$ cat config.mk
export PLATFORM = sky130hd
export DESIGN_NAME = uart_rx_core
export DESIGN_NICKNAME = d
export VERILOG_FILES = /design/src/rtl/uart_rx_core.sv
export SDC_FILE = /design/constraint.sdc
export NUM_CORES = 1
export LEC_CHECK = 0
export ABC_AREA = 1
export CAP_MARGIN = 20
export CORE_MARGIN = 2
export CORE_UTILIZATION = 45
export CTS_BUF_LIST = sky130_fd_sc_hd__clkbuf_8
export CTS_CLUSTER_SIZE = 8
export DETAILED_ROUTE_END_ITERATION = 12
export HOLD_SLACK_MARGIN = 0.1
export PLACE_DENSITY_LB_ADDON = 0.15
export SLEW_MARGIN = 20
export SYNTH_ARGS = -nofsm -noshare
export SYNTH_HDL_FRONTEND = slang
export SYNTH_SLANG_ARGS = --single-unit
$ cat constraint.sdc
create_clock -name CLK -period 2.4 [get_ports CLK]
set_input_delay 0.36 -clock CLK [delete_from_list [all_inputs] [get_ports CLK]]
set_output_delay 0.36 -clock CLK [all_outputs]
set_load 0.01 [all_outputs]
$ cat src/rtl/uart_rx_core.sv
// UART receiver: 2-FF synchronized RX_IN, oversampled start/data/parity/stop recovery.
// Optional build macro RX_MAJORITY_VOTE_EN selects 2-of-3 majority sampling around mid-bit.
module uart_rx_core #(
  parameter int unsigned DATA_WIDTH = 8,
  parameter int unsigned PRESCALE_W = 6
) (
  input  logic                  CLK,
  input  logic                  RST,
  input  logic                  RX_IN,
  input  logic [PRESCALE_W-1:0] Prescale,
  input  logic                  PAR_EN,
  input  logic                  PAR_TYP,
  output logic [DATA_WIDTH-1:0] P_DATA,
  output logic                  Data_Valid,
  output logic                  Parity_Error,
  output logic                  Stop_Error
);

  localparam int unsigned BitCntW = (DATA_WIDTH > 1) ? $clog2(DATA_WIDTH) : 1;

  typedef enum logic [2:0] {
    StIdle,
    StStart,
    StData,
    StParity,
    StStop
  } state_e;

  state_e                state_q, state_d;
  logic                  rx_meta_q, rx_s;
  logic [PRESCALE_W-1:0] edge_cnt_q, edge_cnt_d;
  logic [BitCntW-1:0]    bit_cnt_q, bit_cnt_d;
  logic [DATA_WIDTH-1:0] shift_q, shift_d;
  logic [PRESCALE_W-1:0] prescale_q, prescale_d;
  logic                  par_en_q, par_en_d;
  logic                  par_typ_q, par_typ_d;
  logic                  par_err_q, par_err_d;
  logic                  stop_err_q, stop_err_d;
  logic [DATA_WIDTH-1:0] p_data_q, p_data_d;
  logic                  data_valid_q, data_valid_d;
  logic                  parity_error_q, parity_error_d;
  logic                  stop_error_q, stop_error_d;

  logic [PRESCALE_W-1:0] half_pt, samp_pt, stop_exit, last_edge;
  logic                  bit_val, at_samp, at_last;

  always_ff @(posedge CLK or posedge RST) begin
    if (RST) begin
      rx_meta_q <= 1'b1;
      rx_s      <= 1'b1;
    end else begin
      rx_meta_q <= RX_IN;
      rx_s      <= rx_meta_q;
    end
  end

  assign half_pt = prescale_q >> 1;

`ifdef RX_MAJORITY_VOTE_EN
  // hist_q[0] holds rx_s from the previous cycle, hist_q[1] from two cycles ago.
  logic [1:0] hist_q;

  always_ff @(posedge CLK or posedge RST) begin
    if (RST) begin
      hist_q <= 2'b11;
    end else begin
      hist_q <= {hist_q[0], rx_s};
    end
  end

  assign samp_pt = half_pt + PRESCALE_W'(1);
  assign bit_val = (hist_q[1] & hist_q[0]) | (hist_q[1] & rx_s) | (hist_q[0] & rx_s);
`else
  assign samp_pt = half_pt;
  assign bit_val = rx_s;
`endif

  assign stop_exit = samp_pt + PRESCALE_W'(1);
  assign last_edge = prescale_q - PRESCALE_W'(1);
  assign at_samp   = (edge_cnt_q == samp_pt);
  assign at_last   = (edge_cnt_q == last_edge);

  always_comb begin
    state_d        = state_q;
    edge_cnt_d     = edge_cnt_q + PRESCALE_W'(1);
    bit_cnt_d      = bit_cnt_q;
    shift_d        = shift_q;
    prescale_d     = prescale_q;
    par_en_d       = par_en_q;
    par_typ_d      = par_typ_q;
    par_err_d      = par_err_q;
    stop_err_d     = stop_err_q;
    p_data_d       = p_data_q;
    data_valid_d   = 1'b0;
    parity_error_d = 1'b0;
    stop_error_d   = 1'b0;

    unique case (state_q)
      StIdle: begin
        edge_cnt_d = '0;
        if (!rx_s) begin
          state_d    = StStart;
          prescale_d = Prescale;
          par_en_d   = PAR_EN;
          par_typ_d  = PAR_TYP;
          bit_cnt_d  = '0;
          par_err_d  = 1'b0;
          stop_err_d = 1'b0;
        end
      end
      StStart: begin
        if (at_samp && bit_val) begin
          state_d    = StIdle;
          edge_cnt_d = '0;
        end else if (at_last) begin
          state_d    = StData;
          edge_cnt_d = '0;
          bit_cnt_d  = '0;
        end
      end
      StData: begin
        if (at_samp) begin
          shift_d = {bit_val, shift_q[DATA_WIDTH-1:1]};
        end
        if (at_last) begin
          edge_cnt_d = '0;
          if (bit_cnt_q == BitCntW'(DATA_WIDTH - 1)) begin
            state_d = par_en_q ? StParity : StStop;
          end else begin
            bit_cnt_d = bit_cnt_q + BitCntW'(1);
          end
        end
      end
      StParity: begin
        if (at_samp) begin
          par_err_d = (bit_val != ((^shift_q) ^ par_typ_q));
        end
        if (at_last) begin
          edge_cnt_d = '0;
          state_d    = StStop;
        end
      end
      StStop: begin
        if (at_samp) begin
          stop_err_d = ~bit_val;
        end
        // Leave before the bit ends so a back-to-back start edge is not missed.
        if (edge_cnt_q == stop_exit) begin
          state_d        = StIdle;
          edge_cnt_d     = '0;
          parity_error_d = par_err_q;
          stop_error_d   = stop_err_q;
          if (!par_err_q && !stop_err_q) begin
            p_data_d     = shift_q;
            data_valid_d = 1'b1;
          end
        end
      end
      default: begin
        state_d    = StIdle;
        edge_cnt_d = '0;
      end
    endcase
  end

  always_ff @(posedge CLK or posedge RST) begin
    if (RST) begin
      state_q        <= StIdle;
      edge_cnt_q     <= '0;
      bit_cnt_q      <= '0;
      shift_q        <= '0;
      prescale_q     <= '0;
      par_en_q       <= 1'b0;
      par_typ_q      <= 1'b0;
      par_err_q      <= 1'b0;
      stop_err_q     <= 1'b0;
      p_data_q       <= '0;
      data_valid_q   <= 1'b0;
      parity_error_q <= 1'b0;
      stop_error_q   <= 1'b0;
    end else begin
      state_q        <= state_d;
      edge_cnt_q     <= edge_cnt_d;
      bit_cnt_q      <= bit_cnt_d;
      shift_q        <= shift_d;
      prescale_q     <= prescale_d;
      par_en_q       <= par_en_d;
      par_typ_q      <= par_typ_d;
      par_err_q      <= par_err_d;
      stop_err_q     <= stop_err_d;
      p_data_q       <= p_data_d;
      data_valid_q   <= data_valid_d;
      parity_error_q <= parity_error_d;
      stop_error_q   <= stop_error_d;
    end
  end

  assign P_DATA       = p_data_q;
  assign Data_Valid   = data_valid_q;
  assign Parity_Error = parity_error_q;
  assign Stop_Error   = stop_error_q;

endmodule

=== After elaboration in Yosys (flattened, before gate mapping) ===
Index checks and enable logic that the tools add are counted.

* Bits in registers: 43
* Input bits: 11
* Output and inout port bits: 11
* Logic and storage cells: 89

* Add/subtract/negate cells: 4
* Equal/unequal tests: 20
* Mux-type cells: 31
* Bitwise operators: 2
* Reduce and logical (&&, ||, !) cells: 17

{| class="wikitable"
|+ Operators with widths
! kind !! count
|-
| $mux 3 || 13
|-
| $ne 2x2->1 const B || 10
|-
| $mux 6 || 3
|-
| $pmux 6 s3 || 1
|-
| $pmux 3 s5 || 1
|-
| $eq 6x6->1 || 2
|-
| $reduce_and 6->1 || 2
|-
| $mux 1 || 10
|-
| $pmux 3 s3 || 1
|-
| $reduce_and 3->1 || 3
|-
| $reduce_xor 8->1 || 1
|-
| $add 5x1->6 const B || 1
|-
| $add 6x1->6 const B || 1
|-
| $eq 3x2->1 const B || 2
|-
| $eq 3x3->1 const B || 2
|-
| $eq 6x5->1 || 1
|-
| $sub 6x1->6 const B || 1
|-
| $pmux 1 s2 || 2
|-
| $reduce_and 2->1 || 2
|-
| $reduce_bool 2->1 || 2
|-
| $add 3x1->3 const B || 1
|-
| $eq 3x1->1 const B || 1
|-
| $logic_not 3->1 || 1
|-
| $ne 3x3->1 const B || 1
|-
| other kinds (7) || 9
|}

=== Depth between registers and ports, before layout ===
Gate-level depths: netlist (run 1).

* Depth in word-level cells: 5
* Gate-level depth with buffers: 13
* Depth with buffers taken out: 13

=== Least setup slack after synthesis (run 1) ===
OpenSTA, ideal clock, no wires.

* Kind: reg2reg
* Start: register prescale_q[2]
* End: register edge_cnt_q[0]
* Library setup time: 0.122 ns
* Arrival: 1.562 ns
* Data required time: 2.278 ns
* Path slack: 0.716 ns
* Cell stages (with the launch flop): 12
* Path buffers: 0
* Period minus slack after synthesis: 1.684 ns
* Path through: dfrtp_1 inv_2 ha_1 xor2_1 nor2_1 o21ai_1 nor2_4 nand2_2 nand2_4 nand2_2 inv_4 nor2_2

* Longest elaborated chain between the ends: 5
* Elaborated cells on any way between the ends: 10
* Those cells by class: add/sub (2); eq/ne (3); mux (4); reduce/logical (1)

{| class="wikitable"
|+ RTL lines
! element !! line !! RTL
|-
| start: declaration || 34 || <nowiki>logic [PRESCALE_W-1:0] prescale_q, prescale_d;</nowiki>
|-
| start signal: assignment || 186 || <nowiki>prescale_q <= prescale_d;</nowiki>
|-
| $sub 6x1->6 || 79 || <nowiki>assign last_edge = prescale_q - PRESCALE_W'(1);</nowiki>
|-
| $eq 6x6->1 || 81 || <nowiki>assign at_last = (edge_cnt_q == last_edge);</nowiki>
|-
| $mux 6 || 115, 125, 138 ||
|-
| $mux 6 || 112 || <nowiki>if (at_samp && bit_val) begin</nowiki>
|-
| $pmux 6 s3 (*) || 98 || <nowiki>unique case (state_q)</nowiki>
|-
| via edge_cnt_d[0] || 31 || <nowiki>logic [PRESCALE_W-1:0] edge_cnt_q, edge_cnt_d;</nowiki>
|-
| end signal: assignment || 183 || <nowiki>edge_cnt_q <= edge_cnt_d;</nowiki>
|-
| end: declaration || 31 ||
|}

The timed path passes the listed nets; every way through them passes the cells marked *.
A chain may end at the register's enable or synchronous reset.

=== Worst setup path after layout (run 1) ===
* Start: register prescale_q[2]
* End: register p_data_q[3], in the netlist P_DATA[3]

* Longest elaborated chain between the ends: 3

{| class="wikitable"
|+ RTL lines
! element !! line !! RTL
|-
| $add 5x1->6 || 78 || <nowiki>assign stop_exit = samp_pt + PRESCALE_W'(1);</nowiki>
|-
| $eq 6x6->1 || 148 || <nowiki>if (edge_cnt_q == stop_exit) begin</nowiki>
|-
| $reduce_and 3->1 (no line) || -- ||
|-
| end signal: assignment || 191 || <nowiki>p_data_q <= p_data_d;</nowiki>
|-
| end: declaration || 39 || <nowiki>logic [DATA_WIDTH-1:0] p_data_q, p_data_d;</nowiki>
|}

Every way passes these cells.

==> results of run 1 <==
-- placed cells by master, fill, tap and decap left out, types with 8 or more instances in the layout --
cell / count
nand2_1: 85
dfrtp_1: 41
inv_1: 34
nor2_1: 23
nand3_1: 22
clkdlybuf4s50_1: 21
o21ai_0: 12
inv_2: 9
nor2_2: 9
a21oi_1: 9
o21ai_2: 8
-- report_power, final --
part	internal, W	switching (W)	total (W)
Sequential	0.000847	0.000164	0.00101
Clock	0.000226	0.000230	0.000456
Combinational	0.000427	0.000791	0.00122
-- cell families after synthesis --
logic type      count (synthesis)  synth area share, %
mux                             1                0.454
buf+inv                        50                 8.48
simple gates                  162                 31.4
flops                          43                 43.5
xor+xnor                       12                 4.24
compound gates                 36                 8.93
fa+ha+maj                       6                 3.03
-- Yosys cell counts, types with 5 or more instances --
| master | count | area (um^2) |
|---|---|---|
| a21oi_1 | 9 | 45.0 |
| dfrtp_1 | 41 | 1030 |
| ha_1 | 6 | 75.1 |
| inv_1 | 35 | 131 |
| inv_2 | 9 | 33.8 |
| nand2_1 | 85 | 319 |
| nand2_2 | 5 | 31.3 |
| nand3_1 | 22 | 110 |
| nand4_1 | 5 | 31.3 |
| nor2_1 | 23 | 86.3 |
| nor2_2 | 9 | 56.3 |
| o21ai_0 | 12 | 60.1 |
| o21ai_1 | 6 | 30.0 |
| o21ai_2 | 8 | 70.1 |
| xnor2_1 | 6 | 52.6 |
| xor2_1 | 6 | 52.6 |
-- worst paths after layout --
path / startpoint / to
setup / recovery: prescale_q[2] / P_DATA[3]
hold / removal: rx_meta_q / bit_val
setup reg to reg: prescale_q[2] / P_DATA[3]
hold reg to reg: rx_meta_q / bit_val
max in group asynchronous: RST / bit_val
min in group asynchronous: RST / prescale_q[0]
-- flip-flops by register name, summed over array words and instances (netlist names), 3 cells and up --
register / cells
P_DATA: 8
bit_cnt_q: 3
edge_cnt_q: 6
prescale_q: 6
state_q: 3
shift_q: 8
-- through the flow --
stage               worst slack [ns]  hold WS [ns]  util (%)
floorplan                      0.716         0.345         -
global placement               0.490         0.346      51.2
detailed placement             0.503         0.347      51.2
CTS                            0.486         0.359      52.8
global route                   0.286         0.362      52.8
finish                         0.499         0.357      52.8
-- area by class of cell --
cell class / instances / area [um^2]
timing repair buffer: 23 / 238
fill: 541 / 2550
clock buffer: 6 / 82.6
multi-input combinational: 217 / 1190
clock inverter: 1 / 5.00
inverter: 45 / 171
tap: 72 / 90.1
sequential: 43 / 1080
-- layer usage --
layer | GRT usage, % | wire [um] | vias up
li1 | - | - | 1019
met5 | 0 | 0 | -
met3 | 2.64 | 131 | 7
met1 | 25.4 | 2430 | 889
met4 | 5.96 | 89 | 0
met2 | 27.2 | 2070 | 25
-- worst max-delay path, cell delays in order (launching register included) --
cell and delay [ns]:
dfrtp_1 0.46, inv_2 0.10, ha_1 0.30, xor2_1 0.16, nor2_1 0.09, o21ai_1 0.10, nor2_4 0.15, nand3_4 0.23
nand2_1 0.15, o21ai_2 0.06
==> out/summary.json, run 1 <==
{
  "synthesis": {
    "syn_inst": 310,
    "syn_nets": 327,
    "number_of_register_bits_inferred_by_synthesis": 43,
    "async_set_or_reset_flop_fraction_in_the_synthesized_netlist_pct": 100,
    "yosys_most_used_dff": "dfrtp_1",
    "syn_area_mm2": 0.00248,
    "synth_cell_type_count": 31,
    "synth_edf_count": 0,
    "yosysWarnings": 0,
    "syn_avg_cell_area_um2": 8.00,
    "synth_sequential_area_ratio_pct": 43.5
  },
  "detailed_routing": {
    "drt-vias-per-instance": 4.77,
    "drc_violation_count_after_routing": 0,
    "avgRoutedWirePerCell_um": 11.6,
    "dr_total_vias": 1940,
    "drt_first_iter_violations": 121,
    "first_pass_iteration_count_of_the_detailed_router": 5,
    "wirelength_mm": 4.72,
    "final_antenna_net_count": 0
  },
  "sta": {
    "setup-violations-final": 0,
    "worst-slew-pin-transition_ns": 0.595,
    "timing.final.crit_share_pct": 79.2,
    "final.setup.tns_ns": 0,
    "timing_max_transition_violations_final": 0,
    "min_period_ns": 1.90,
    "rsz0062_at_grt": "no",
    "report.final.hold_viol_count": 0,
    "max-slew-margin-rel_pct": 60.1,
    "clock-skew-final_ns": 0.00844,
    "max_freq_mhz": 526
  },
  "clock_network": {
    "cts_buffers": 5,
    "path_clk_slew_ns": 0.08,
    "cts_root_buffer": "clkbuf_8",
    "worstSkewPairLatency_ns": 0.29,
    "htreeDepth": 2,
    "hold_buffer_count_at_cts": 0,
    "post_cts.repair.setup_buffers": 0,
    "clock-sinks": 43,
    "post_cts_resized": 0,
    "cts_buffer_depth": 2,
    "tritoncts_clock_tree": "yes"
  },
  "placement": {
    "placedCellCount": 400,
    "routabilityCongestion": 0.860,
    "post-dp-hpwl_mm": 3.61,
    "placed_inst_area_mm2": 0.00277,
    "port_buffers": 21
  },
  "setup_path": {
    "worst-path-max-fanout": 17,
    "worst-r2r-setup-slack_ns": 0.50,
    "critical_path_required_ns": 2.58,
    "worst-setup-path-type": "flop to flop",
    "timing.critical_path.from_type": "flop",
    "critPathArrivalTime_ns": 2.08,
    "endpoint_kind": "flop",
    "worst_r2r_path_depth": 9
  },
  "flow_run": {
    "max_cap_viol_count": 0
  },
  "worst_hold_path": {
    "timing.hold.worst.class": "flop to flop",
    "timing.hold.worst_path_depth": 0
  },
  "cells_and_area": {
    "layout.cells.non_filler": 407,
    "area_growth_syn_to_layout_pct": 15.2,
    "post_route_cells_drive_above_1_share_pct": 16.4,
    "count_of_antenna_diodes_in_the_layout": 0,
    "layout.cell_area.non_filler_mm2": 0.00286,
    "design.final.nets": 352
  },
  "power": {
    "vdd.ir_drop.worst_mv": 0.687,
    "p_per_area_mw_per_mm2": 940,
    "power_w": 0.00269,
    "power.static_leakage_nw": 1.39
  },
  "global_route": {
    "first_pass_grt_wire_length_mm": 8.61,
    "grt_max_degree": 30,
    "grt.total_usage_pct": 17.6,
    "grt_pass1_vias": 1910,
    "grt-ovfl-total": 0,
    "antenna_found_initial": 0
  },
  "die": {
    "io-pin-count": 22,
    "full_die_area_mm2": 0.00612,
    "start_util_pct": 45.9,
    "core_area_mm2": 0.00541,
    "die-width_um": 78.2,
    "rows": 27,
    "die_height_um": 78.2
  },
  "status": {
    "run_status": "completed"
  }
}
(Power assumes the default switching activity.)
==> inputs of run 2 (changes only) <==
Clock period 2.4 ns to 1.7 ns, I/O delays scaled along.
==> run 2 against run 1 <==
Effect of this change: the flow now finishes with violations (setup timing); fmax rose by 5.6%; worst setup slack worse by 0.60 ns; non-clock buffer count is 16 higher.
==> out/summary.json, run 2 (synthesis gave the netlist of run 1 again) <==
{
  "sta": {
    "clock-skew-final_ns": 0.0136,
    "max_freq_mhz": 556,
    "worst-slew-pin-transition_ns": 0.290,
    "report.final.hold_viol_count": 0,
    "max-slew-margin-rel_pct": 80.7,
    "timing.final.crit_share_pct": 106,
    "min_period_ns": 1.80,
    "setup-violations-final": 21,
    "timing.final.ws_setup_ns": -0.100,
    "rsz0062_at_grt": "yes",
    "timing_max_transition_violations_final": 0,
    "final.setup.tns_ns": -1.55
  },
  "detailed_routing": {
    "drt_first_iter_violations": 64,
    "first_pass_iteration_count_of_the_detailed_router": 4,
    "dr.max_layer_used": "met4",
    "wirelength_mm": 5.19,
    "avgRoutedWirePerCell_um": 12.3,
    "final_antenna_net_count": 0,
    "met3_wirelength_um": 174,
    "drt-vias-per-instance": 4.79,
    "dr_total_vias": 2028,
    "detail_route.wirelength.met1_mm": 2.53,
    "detailroute.wirelength.met2_mm": 2.44,
    "drc_violation_count_after_routing": 0
  },
  "cells_and_area": {
    "count_of_antenna_diodes_in_the_layout": 0,
    "layout_common_cells": "74 x nand2_1, 41 x dfrtp_1, 33 x inv_1",
    "post_route_cells_drive_above_1_share_pct": 25.9,
    "fill_cells": 520,
    "area_growth_syn_to_layout_pct": 25.6,
    "layout.cell_area.non_filler_mm2": 0.00312,
    "design.final.nets": 368,
    "layout.cells.non_filler": 423,
    "leading_cell_type_in_the_layout_fill_and_taps_excluded": "nand2_1"
  },
  "setup_path": {
    "worst-r2r-setup-slack_ns": -0.1,
    "crit-reg2reg-capture": "edge_cnt_q[5]",
    "worst-setup-path-type": "flop to flop",
    "worst-path-max-fanout": 6,
    "worst_r2r_path_depth": 11,
    "endpoint_kind": "flop",
    "timing.critical_path.from_type": "flop",
    "reg2reg_from": "prescale_q[1]",
    "critical_path_required_ns": 1.88,
    "critPathArrivalTime_ns": 1.98
  },
  "clock_network": {
    "path_clk_slew_ns": 0.09,
    "cts_buffer_depth": 2,
    "clock-sinks": 43,
    "hold_buffer_count_at_cts": 0,
    "worstSkewPairLatency_ns": 0.29,
    "cts_buffers": 5,
    "cts_root_buffer": "clkbuf_8",
    "tritoncts_clock_tree": "yes",
    "htreeDepth": 2
  },
  "flow_run": {
    "max_cap_viol_count": 0
  },
  "global_route": {
    "antenna_found_initial": 0,
    "grt_max_degree": 44,
    "grt.total_usage_pct": 18.6,
    "first_pass_grt_wire_length_mm": 9.16,
    "grt_pass1_vias": 2033,
    "grt-ovfl-total": 0
  },
  "power": {
    "power.static_leakage_nw": 1.51,
    "vdd.ir_drop.worst_mv": 0.872,
    "p_per_area_mw_per_mm2": 1360
  },
  "die": {
    "die_height_um": 78.2,
    "rows": 27,
    "start_util_pct": 45.9,
    "die-width_um": 78.2,
    "core_area_mm2": 0.00541,
    "io-pin-count": 22,
    "full_die_area_mm2": 0.00612
  },
  "worst_hold_path": {
    "timing.hold.worst.class": "primary input to asynchronous set/reset pin"
  },
  "placement": {
    "placed_inst_area_mm2": 0.00285,
    "routabilityCongestion": 0.792,
    "placedCellCount": 411,
    "post-dp-hpwl_mm": 3.59,
    "port_buffers": 21
  },
  "status": {
    "violations_in_the_final_reports": "setup timing",
    "run_status": "finished with violations"
  }
}
-- run 2: changes by cell type in the layout (fill, tap and decap cells not counted), moves of 2 or more --
cell,delta
buf_4,+11
nand2_2,+9
nor2_1,-2
nand2_1,-11
buf_12,+2
ha_4,+2
buf_6,+3
nand2_4,+2
ha_1,-3
-- run 2: cell type report --
class                           count  area (um^2)  share of cell area (%)
Inverter                           45          176                    5.66
Sequential cell                    43         1080                    34.6
Timing Repair Buffer               39          394                    12.7
Clock buffer                        5         68.8                    2.21
Multi-Input combinational cell    217         1290                    41.5
Clock inverter                      2         13.8                   0.442
Tap cell                           72         90.1                    2.89
-- run 2: report_power, final --
part           internal [W]  switching [W]  total (W)
Sequential          0.00120       0.000213    0.00141
Combinational      0.000859        0.00134    0.00220
Clock              0.000281       0.000348   0.000629
-- run 2: how the worst max path moves through the flow --
stage                                to           from  depth (start not counted)
after global routing       bit_cnt_q[2]  prescale_q[1]                         12
after floorplan           edge_cnt_q[0]  prescale_q[2]                         11
final                     edge_cnt_q[5]  prescale_q[1]                         11
after detailed placement      P_DATA[1]  prescale_q[1]                         10
after CTS                 edge_cnt_q[5]  prescale_q[1]                         11
after global placement        P_DATA[0]  prescale_q[1]                         10
-- run 2: what timing repair did --
action	4_1_cts	5_1_grt
buffers inserted	2	3
pin swaps	7	11
resized for setup	7	24
endpoints found under the setup margin	22	32
-- run 2: worst max-delay path, cell delays in order (launching register included) --
cell	delay (ns)
dfrtp_1	0.40
inv_2	0.12
ha_4	0.21
xor2_1	0.15
nor2_1	0.14
o21ai_2	0.09
nor2_4	0.17
nand2_4	0.08
nand2_4	0.12
nand2_4	0.08
inv_8	0.08
nor2_2	0.03
-- run 2: metrics by stage --
stage	worst slack, ns	utilization (%)	hold slack [ns]	power, W
floorplan	0.0158	-	0.259	0.00283
global placement	-0.118	52.8	0.346	0.00329
detailed placement	-0.156	52.8	0.355	0.00330
CTS	-0.0948	55.4	0.301	0.00404
global route	-0.235	57.6	0.326	0.00461
finish	-0.100	57.6	0.290	0.00424
-- run 2: layer usage --
metal  global-route usage (%)  vias up
li1                         -     1051
met1                     25.4      939
met2                     30.3       32
met3                     3.56        6
met4                     4.91        0
met5                        0        -
